==> src/rtl/mips_hz_pkg.sv <==
// Shared definitions for the MIPS pipeline hazard controller.
//   reg_idx_t       5-bit architectural register index
//   fwd_sel_e       forwarding mux select encoding (RF / E / M / W)
//   TUSE_NONE       tuse value meaning "operand not read"
//   MULT_CYC_DEF    default busy cycles for mult/multu
//   DIV_CYC_DEF     default busy cycles for div/divu
package mips_hz_pkg;

    typedef logic [4:0] reg_idx_t;

    typedef enum logic [1:0] {
        FWD_RF = 2'd0,  // register file or pipeline value
        FWD_E  = 2'd1,  // E stage (pc+8)
        FWD_M  = 2'd2,  // M stage
        FWD_W  = 2'd3   // W stage
    } fwd_sel_e;

    localparam logic [1:0] TUSE_NONE = 2'd3;

    localparam int unsigned MULT_CYC_DEF = 5;
    localparam int unsigned DIV_CYC_DEF  = 10;

endpackage

==> src/rtl/md_busy_tracker.sv <==
// Mult/div unit occupancy counter.
//   clk         in   system clock, rising edge
//   reset       in   synchronous, active-high; clears the counter
//   md_start    in   mult/multu/div/divu in E; (re)loads the counter
//   md_div      in   1 = div/divu, 0 = mult/multu
//   md_busy     out  counter is non-zero
module md_busy_tracker
    import mips_hz_pkg::*;
#(
    parameter int unsigned MULT_CYC = MULT_CYC_DEF,
    parameter int unsigned DIV_CYC  = DIV_CYC_DEF
) (
    input  logic clk,
    input  logic reset,
    input  logic md_start,
    input  logic md_div,
    output logic md_busy
);

    logic [3:0] count_q;

    // A start while still busy is illegal upstream; reloading keeps the
    // counter consistent with the most recent operation anyway.
    always_ff @(posedge clk) begin
        if (reset) begin
            count_q <= '0;
        end else if (md_start) begin
            count_q <= md_div ? 4'(DIV_CYC) : 4'(MULT_CYC);
        end else if (count_q != '0) begin
            count_q <= count_q - 4'd1;
        end
    end

    assign md_busy = (count_q != '0);

endmodule

==> src/rtl/hazard_ctrl.sv <==
// Pipeline hazard controller for the 5-stage MIPS core.
//   clk, reset               clock / synchronous active-high reset
//   rs_D, rt_D               D-stage source registers
//   tuse_rs_D, tuse_rt_D     cycles until D needs the operand (3 = unused)
//   md_use_D                 D instruction uses the mult/div unit
//   rs_E, rt_E, a3_E, tnew_E E-stage sources, destination, result latency
//   md_start_E, md_div_E     E holds a mult/div start, and which kind
//   rt_M, a3_M, tnew_M       M-stage store data source, destination, latency
//   a3_W                     W-stage destination
//   stall_D                  hold PC and IF/ID
//   clr_E                    bubble into ID/EX on the next edge
//   fwd_*                    forwarding mux selects (see fwd_sel_e)
//   md_busy                  mult/div unit occupied
//   stall_cnt                saturating count of stall cycles
module hazard_ctrl
    import mips_hz_pkg::*;
#(
    parameter int unsigned MULT_CYC = MULT_CYC_DEF,
    parameter int unsigned DIV_CYC  = DIV_CYC_DEF
) (
    input  logic        clk,
    input  logic        reset,
    input  logic [4:0]  rs_D,
    input  logic [4:0]  rt_D,
    input  logic [1:0]  tuse_rs_D,
    input  logic [1:0]  tuse_rt_D,
    input  logic        md_use_D,
    input  logic [4:0]  rs_E,
    input  logic [4:0]  rt_E,
    input  logic [4:0]  a3_E,
    input  logic [1:0]  tnew_E,
    input  logic        md_start_E,
    input  logic        md_div_E,
    input  logic [4:0]  rt_M,
    input  logic [4:0]  a3_M,
    input  logic [1:0]  tnew_M,
    input  logic [4:0]  a3_W,
    output logic        stall_D,
    output logic        clr_E,
    output logic [1:0]  fwd_rs_D,
    output logic [1:0]  fwd_rt_D,
    output logic [1:0]  fwd_rs_E,
    output logic [1:0]  fwd_rt_E,
    output logic [1:0]  fwd_rt_M,
    output logic        md_busy,
    output logic [31:0] stall_cnt
);

    logic [31:0] stall_cnt_q;

    function automatic logic hit(input reg_idx_t src, input reg_idx_t dst);
        return (src != '0) && (src == dst);
    endfunction

    function automatic logic raw_hz(input reg_idx_t src, input logic [1:0] tuse,
                                    input reg_idx_t dst, input logic [1:0] tnew);
        return hit(src, dst) && (tuse != TUSE_NONE) && (tnew > tuse);
    endfunction

    // The nearest matching producer wins even when it is not ready yet:
    // an older stage may hold a stale value of the same register.
    function automatic fwd_sel_e fwd_d(input reg_idx_t src,
                                       input reg_idx_t a3e, input logic [1:0] tne,
                                       input reg_idx_t a3m, input logic [1:0] tnm,
                                       input reg_idx_t a3w);
        if (hit(src, a3e)) return (tne == 2'd0) ? FWD_E : FWD_RF;
        if (hit(src, a3m)) return (tnm == 2'd0) ? FWD_M : FWD_RF;
        if (hit(src, a3w)) return FWD_W;
        return FWD_RF;
    endfunction

    function automatic fwd_sel_e fwd_e(input reg_idx_t src,
                                       input reg_idx_t a3m, input logic [1:0] tnm,
                                       input reg_idx_t a3w);
        if (hit(src, a3m)) return (tnm == 2'd0) ? FWD_M : FWD_RF;
        if (hit(src, a3w)) return FWD_W;
        return FWD_RF;
    endfunction

    md_busy_tracker #(
        .MULT_CYC (MULT_CYC),
        .DIV_CYC  (DIV_CYC)
    ) u_md_busy (
        .clk      (clk),
        .reset    (reset),
        .md_start (md_start_E),
        .md_div   (md_div_E),
        .md_busy  (md_busy)
    );

    always_comb begin
        logic hz_rs, hz_rt, hz_md;

        stall_D  = 1'b0;
        fwd_rs_D = FWD_RF;
        fwd_rt_D = FWD_RF;
        fwd_rs_E = FWD_RF;
        fwd_rt_E = FWD_RF;
        fwd_rt_M = FWD_RF;

        hz_rs = raw_hz(rs_D, tuse_rs_D, a3_E, tnew_E) ||
                raw_hz(rs_D, tuse_rs_D, a3_M, tnew_M);
        hz_rt = raw_hz(rt_D, tuse_rt_D, a3_E, tnew_E) ||
                raw_hz(rt_D, tuse_rt_D, a3_M, tnew_M);
        hz_md = md_use_D && (md_busy || md_start_E);

        if (!reset) begin
            stall_D  = hz_rs || hz_rt || hz_md;
            fwd_rs_D = fwd_d(rs_D, a3_E, tnew_E, a3_M, tnew_M, a3_W);
            fwd_rt_D = fwd_d(rt_D, a3_E, tnew_E, a3_M, tnew_M, a3_W);
            fwd_rs_E = fwd_e(rs_E, a3_M, tnew_M, a3_W);
            fwd_rt_E = fwd_e(rt_E, a3_M, tnew_M, a3_W);
            fwd_rt_M = hit(rt_M, a3_W) ? FWD_W : FWD_RF;
        end

        clr_E = stall_D || reset;
    end

    // stall_D is already forced low during reset.
    always_ff @(posedge clk) begin
        if (reset) begin
            stall_cnt_q <= '0;
        end else if (stall_D && (stall_cnt_q != '1)) begin
            stall_cnt_q <= stall_cnt_q + 32'd1;
        end
    end

    assign stall_cnt = stall_cnt_q;

endmodule

==> config.mk <==
export PLATFORM = sky130hd
export DESIGN_NAME = hazard_ctrl
export DESIGN_NICKNAME = d
export VERILOG_FILES = /design/src/rtl/mips_hz_pkg.sv /design/src/rtl/md_busy_tracker.sv /design/src/rtl/hazard_ctrl.sv
export SDC_FILE = /design/constraint.sdc
export NUM_CORES = 1
export LEC_CHECK = 0
export CORE_MARGIN = 2
export CORE_UTILIZATION = 45
export CTS_CLUSTER_SIZE = 24
export DETAILED_ROUTE_END_ITERATION = 12
export GPL_TIMING_DRIVEN = 0
export HOLD_SLACK_MARGIN = 0.08
export PLACE_DENSITY = 0.75
export SETUP_SLACK_MARGIN = 0.15
export SYNTH_ARGS = -nofsm -noshare
export SYNTH_HDL_FRONTEND = slang
export SYNTH_SLANG_ARGS = --single-unit
==> constraint.sdc <==
create_clock -name clk -period 2.9 [get_ports clk]
set_input_delay 0.58 -clock clk [delete_from_list [all_inputs] [get_ports clk]]
set_output_delay 0.58 -clock clk [all_outputs]
set_load 0.03 [all_outputs]
Yosys cells after proc, flatten, opt, wreduce, memory -nomap -nowiden:

Cells that the tools add are included.

* bits in registers: 36
* input bits: 53
* output and inout bits: 45
* word-level logic and storage cells: 118

* $add $sub $neg: 2
* magnitude comparators: 4
* equality and inequality tests: 14
* muxes and demuxes: 60
* reductions and logical operators: 36

Operators with widths (number)
* $eq 5x5->1: 11
* $mux 2: 27
* $add 32x1->32 const B: 1
* $ne 32x32->1 const B: 1
* $mux 1: 30
* $reduce_bool 5->1: 5
* $logic_and 1x1->1: 21
* $mux 4: 3
* $gt 2x2->1: 4
* $logic_or 1x1->1: 6
* $logic_not 2->1: 2
* $ne 2x2->1 const B: 2
* $reduce_bool 4->1: 1
* $sub 4x1->4 const B: 1
* $reduce_bool 2->1: 1

Logic depth before layout (Yosys ltp):

Gate-level depths: netlist (run 1).

* depth after elaboration: 13
* mapped depth: 12
* mapped depth without buffers: 9

Hierarchy:

Synthesis (run 1) repeated with hierarchy kept, for this count alone.

* cell total of the unflattened synthesis: 389
* area total of the unflattened synthesis: 3094.2 µm²

Modules (own cells, without submodules)
* hazard_ctrl: instances 1, cells each 363, area an instance 2861.5 µm², seq. area each 640.6 µm²
* md_busy_tracker: instances 1, cells each 26, area an instance 232.7 µm², seq. area each 80.1 µm²

Worst setup path after synthesis (run 1):

Ideal clock, no wire load.

* kind: input-to-output
* start: input a3_W[1]
* end: output fwd_rt_M[1]
* arrival: 2.505 ns
* required time: 2.320 ns
* slack: -0.185 ns
* cell stages on the path: 6
* buffers on the path: 2
* cell sequence: clkbuf_1 > nor4_1 > nor3_1 > a21oi_1 > nor4_1 > buf_4

* longest elaborated chain between the ends: 4

RTL lines
* start: declaration: RTL line hazard_ctrl.sv:37 `input logic [4:0] a3_W,`
* $eq 5x5->1: RTL line hazard_ctrl.sv:52 `return (src != '0) && (src == dst);`
* $logic_and 1x1->1: RTL line hazard_ctrl.sv:52
* $mux 2: RTL line hazard_ctrl.sv:113 `fwd_rt_M = hit(rt_M, a3_W) ? FWD_W : FWD_RF;`
* $mux 2: RTL line hazard_ctrl.sv:107 `if (!reset) begin`
* end: declaration: RTL line hazard_ctrl.sv:44 `output logic [1:0] fwd_rt_M,`

No other way between the ends.

Worst setup path in the final report (run 1):

* start: input md_start_E
* end: output clr_E

* longest elaborated chain between the ends: 5

RTL lines
* start: declaration: RTL line hazard_ctrl.sv:32 `input logic md_start_E,`
* $logic_or 1x1->1: RTL line hazard_ctrl.sv:105 `hz_md = md_use_D && (md_busy || md_start_E);`
* $logic_and 1x1->1: RTL line hazard_ctrl.sv:105
* $logic_or 1x1->1: RTL line hazard_ctrl.sv:108 `stall_D = hz_rs || hz_rt || hz_md;`
* $mux 1: RTL line hazard_ctrl.sv:107
* $logic_or 1x1->1: RTL line hazard_ctrl.sv:116 `clr_E = stall_D || reset;`
* end: declaration: RTL line hazard_ctrl.sv:39 `output logic clr_E,`

No other way between the ends.

==> impl_results.md, run 1 <==
* Number of synthesized flops with an enable pin at 0
* Initial DRC Count at 269
* Share of layout cells above drive strength 1 at 0.189
* RR Startpoint: u_md_busy.count_q[0]$_SDFFE_PP0N_
* Comb pwr share at 0.333
* Async SR Flop Fraction at 0
* LEAKAGE at 1.60 nW
* Hold path depth at 2
* Flop-to-flop setup slack at 0.35 ns
* Post-synthesis sequential area ratio at 0.238
* RSZ-0062 raised after global routing: true
* Crit path launch type: primary input
* Met1 WL at 4270 um
* Fin Setup TNS at -0.173 ns
* Arr. time, crit path at 2.40 ns
* Die height at 86.1 um
* Worst-Margin Slew at 0.516 ns
* Slew margin rel. at 0.653
* Crit Path Category: primary input to output port
* Final hold violations at 0
* Pins Over Slew Limit at 0
* Ys Warns at 0
* Peak VDD IR at 0.280 mV
* Met3 wire length at 579 um
* Pint at 904 uW
* Die width at 86.1 um
* Max Used Layer: met4
* Die area at 7410 um^2
* Post-Place Cell Area at 4050 um^2
* Synth area leaders: dfxtp_1, xnor2_1, xor2_1
* Num ports at 98
* GPL Wtd Cong at 0.898
* Vias at 3401
* CTS root buf: clkbuf_8
* Synthesis-to-layout area growth at 44.4%
* Post-Syn Instances at 391
* Failing checks: negative setup slack
* WL/cell at 17.0 um
* CP startpoint: md_start_E
* First-pass GRT wire length at 15600 um
* CTS tree: yes
* Pre-Repair DR Iteration Count at 7
* Rows at 29
* Placed insts at 556
* Synth Flop Type: dfxtp_1
* Setup WS post-layout at -0.0774 ns
* Status: finished, violations left
* Total global routing overflow at 0
* Clk buf depth at 2
* Max Clk Rate at 336 MHz
* Most common cell in the netlist: a21oi_1
* Worst Skew at 0.0142 ns
* Buffers on Ports at 88
* CP endpoint: clr_E
* Vias in the first global route at 3314
* Area of the core at 6420 um^2
* Clk_lat worst skew at 0.31 ns
* Psw at 451 uW
* Core Util, Final at 0.682
* Synth top area share at 0.238
* Detail Route met2 WL at 4780 um
* Vias per inst at 5.93
* Detail Placement HPWL at 7080 um
* Reg power frac at 0.379
* Max Cap Viol at 0
* Hold Crit Class: flip-flop to flip-flop
* Setup violators final at 3
* Layout Cells excl Fill at 574
* Worst R2R Path Depth at 10
* Tot GR Track Use at 0.263
* Worst-path clk slew at 0.08 ns
* CTS H-tree depth at 2
* Initial antenna violation count at 0
* Pwr/cell area at 309 nW/um^2
* Top cells by count, synth: a21oi_1, dfxtp_1, xnor2_1, nand2_1, xor2_1
* CTS sink cnt at 36
* Tcrit/Tclk final at 1.03
* Ant diodes at 0
* Initial Utilization at 0.472
* Pin count of the biggest net entering global routing at 12
* Synth Net Count at 455
* Syn Std Cell Area at 3030 um^2
* Antenna Nets Post-Route at 0
* CP max FO at 7
* Synth unique cells at 44
* Crit path capture type: output port
* DRC viols at 0
* Sw Share at 0.333
* # nets final at 560
* Yosys top cell by area: dfxtp_1
* Period minus WS final at 2.98 ns
* Total CTS buffers at 5
* WP data required at 2.32 ns
* Clock power share at 0.288
* Number of synthesized register bits at 36
* Final Instance Area at 4380 um^2
* Critical R2R Capture: stall_cnt[0]$_SDFFE_PP0P_
* Avg Inst Size Synth at 7.76 um^2
* Final wirelength at 9740 um
## stage by stage
step / setup WS [ns] / total power [mW] / hold slack (ns)
after floorplan: 0.187 / 0.767 / 0.560
after global placement: -1.18 / 0.917 / 0.474
after detailed placement: -1.18 / 0.926 / 0.496
after CTS: -0.0805 / 1.34 / 0.507
after global routing: -0.143 / 1.41 / 0.540
final: -0.0774 / 1.36 / 0.505
## how the worst min path moves through the flow
stage | from | to | slack (ns)
2_1_floorplan | u_md_busy.count_q[2]$_SDFFE_PP0N_ | u_md_busy.count_q[2]$_SDFFE_PP0N_ | 0.56
3_3_place_gp | stall_cnt[8]$_SDFFE_PP0P_ | stall_cnt[8]$_SDFFE_PP0P_ | 0.47
3_5_place_dp | stall_cnt[8]$_SDFFE_PP0P_ | stall_cnt[8]$_SDFFE_PP0P_ | 0.50
4_1_cts | stall_cnt[8]$_SDFFE_PP0P_ | stall_cnt[8]$_SDFFE_PP0P_ | 0.51
5_1_grt | stall_cnt[4]$_SDFFE_PP0P_ | stall_cnt[4]$_SDFFE_PP0P_ | 0.54
6_report | stall_cnt[4]$_SDFFE_PP0P_ | stall_cnt[4]$_SDFFE_PP0P_ | 0.50
## logic make-up after synthesis
logic type      Yosys count  share of synthesized area
compound gates           83                      0.174
xor+xnor                 57                      0.167
fa+ha+maj                11                     0.0454
buf+inv                  40                     0.0701
flops                    36                      0.238
mux                       5                     0.0182
simple gates            159                      0.288
## state kept, by name, indices dropped and copies added, names as in the netlist
signal	cells
stall_cnt	32
u_md_busy.count_q	4
## layout by cell type, fill, tap and decap left out, drive strengths merged, types with 2 or more instances in the layout
cell and instances:
clkdlybuf4s50 46, a21oi 39, dfxtp 36, buf 36
xnor2 33, nand2 29, clkbuf 26, xor2 24
nor2 23, nand3 18, o31ai 16, or4 16
nor3 14, dlygate4sd2 13, o21ai 13, inv 13
or3 11, and3 11, ha 11, nand4 10
nor4 10, clkdlybuf4s15 6, nor2b 5, dlymetal6s2s 5
mux2 4, o41ai 3, o2111a 2, a2111oi 2
a22oi 2, and4 2, nor4b 2, or2 2
a31oi 2, and2 2, o211ai 2, nand2b 2
## routing by layer
metal,up-vias,GRT usage
met1,1601,0.347
met2,148,0.447
li1,1634,-
met4,0,0.0722
met3,18,0.0356
met5,-,0
## what timing repair did
item / 4_1_cts / 5_1_grt
hold buffers: 0 / 0
endpoints found under the setup margin: 44 / 41
pin swaps: 14 / 18
setup buffers: 7 / 3
gates resized for setup: 130 / 42
## layout make-up
class                      instances  area (um^2)
buffer                            27          200
clock buffer                       7         86.3
clock inverter                     1         7.51
fill                             543         2040
inverter                          13         48.8
multi-input combinational        315         2300
sequential                        36          721
tap                               77         96.3
timing repair buffer              98          923
## power groups by stage
| stage | logic (mW) | registers, mW | clock network (mW) |
|---|---|---|---|
| 2_1_floorplan | 0.238 | 0.529 | 0 |
| 3_3_place_gp | 0.393 | 0.524 | 0 |
| 3_5_place_dp | 0.401 | 0.525 | 0 |
| 4_1_cts | 0.434 | 0.514 | 0.395 |
| 5_1_grt | 0.488 | 0.515 | 0.409 |
| 6_report | 0.451 | 0.514 | 0.391 |
## worst max-delay path: stages
cell and delay, ns:
clkdlybuf4s50_1 0.52, o21ai_0 0.49, and4_1 0.29, buf_6 0.12, buf_8 0.11, buf_8 0.10
nand2b_4 0.05, buf_6 0.13
No activity file was read; power rests on OpenSTA's default activity.
==> run 2, diff against run 1 <==
--- a/config.mk
+++ b/config.mk
@@ -5,6 +5,7 @@
 export SDC_FILE = /design/constraint.sdc
 export NUM_CORES = 1
 export LEC_CHECK = 0
+export CAP_MARGIN = 0
 export CORE_MARGIN = 2
 export CORE_UTILIZATION = 45
 export CTS_CLUSTER_SIZE = 24
==> results of run 2 <==
Same layout as run 1: the final DEF is identical, and so are final timing and power.
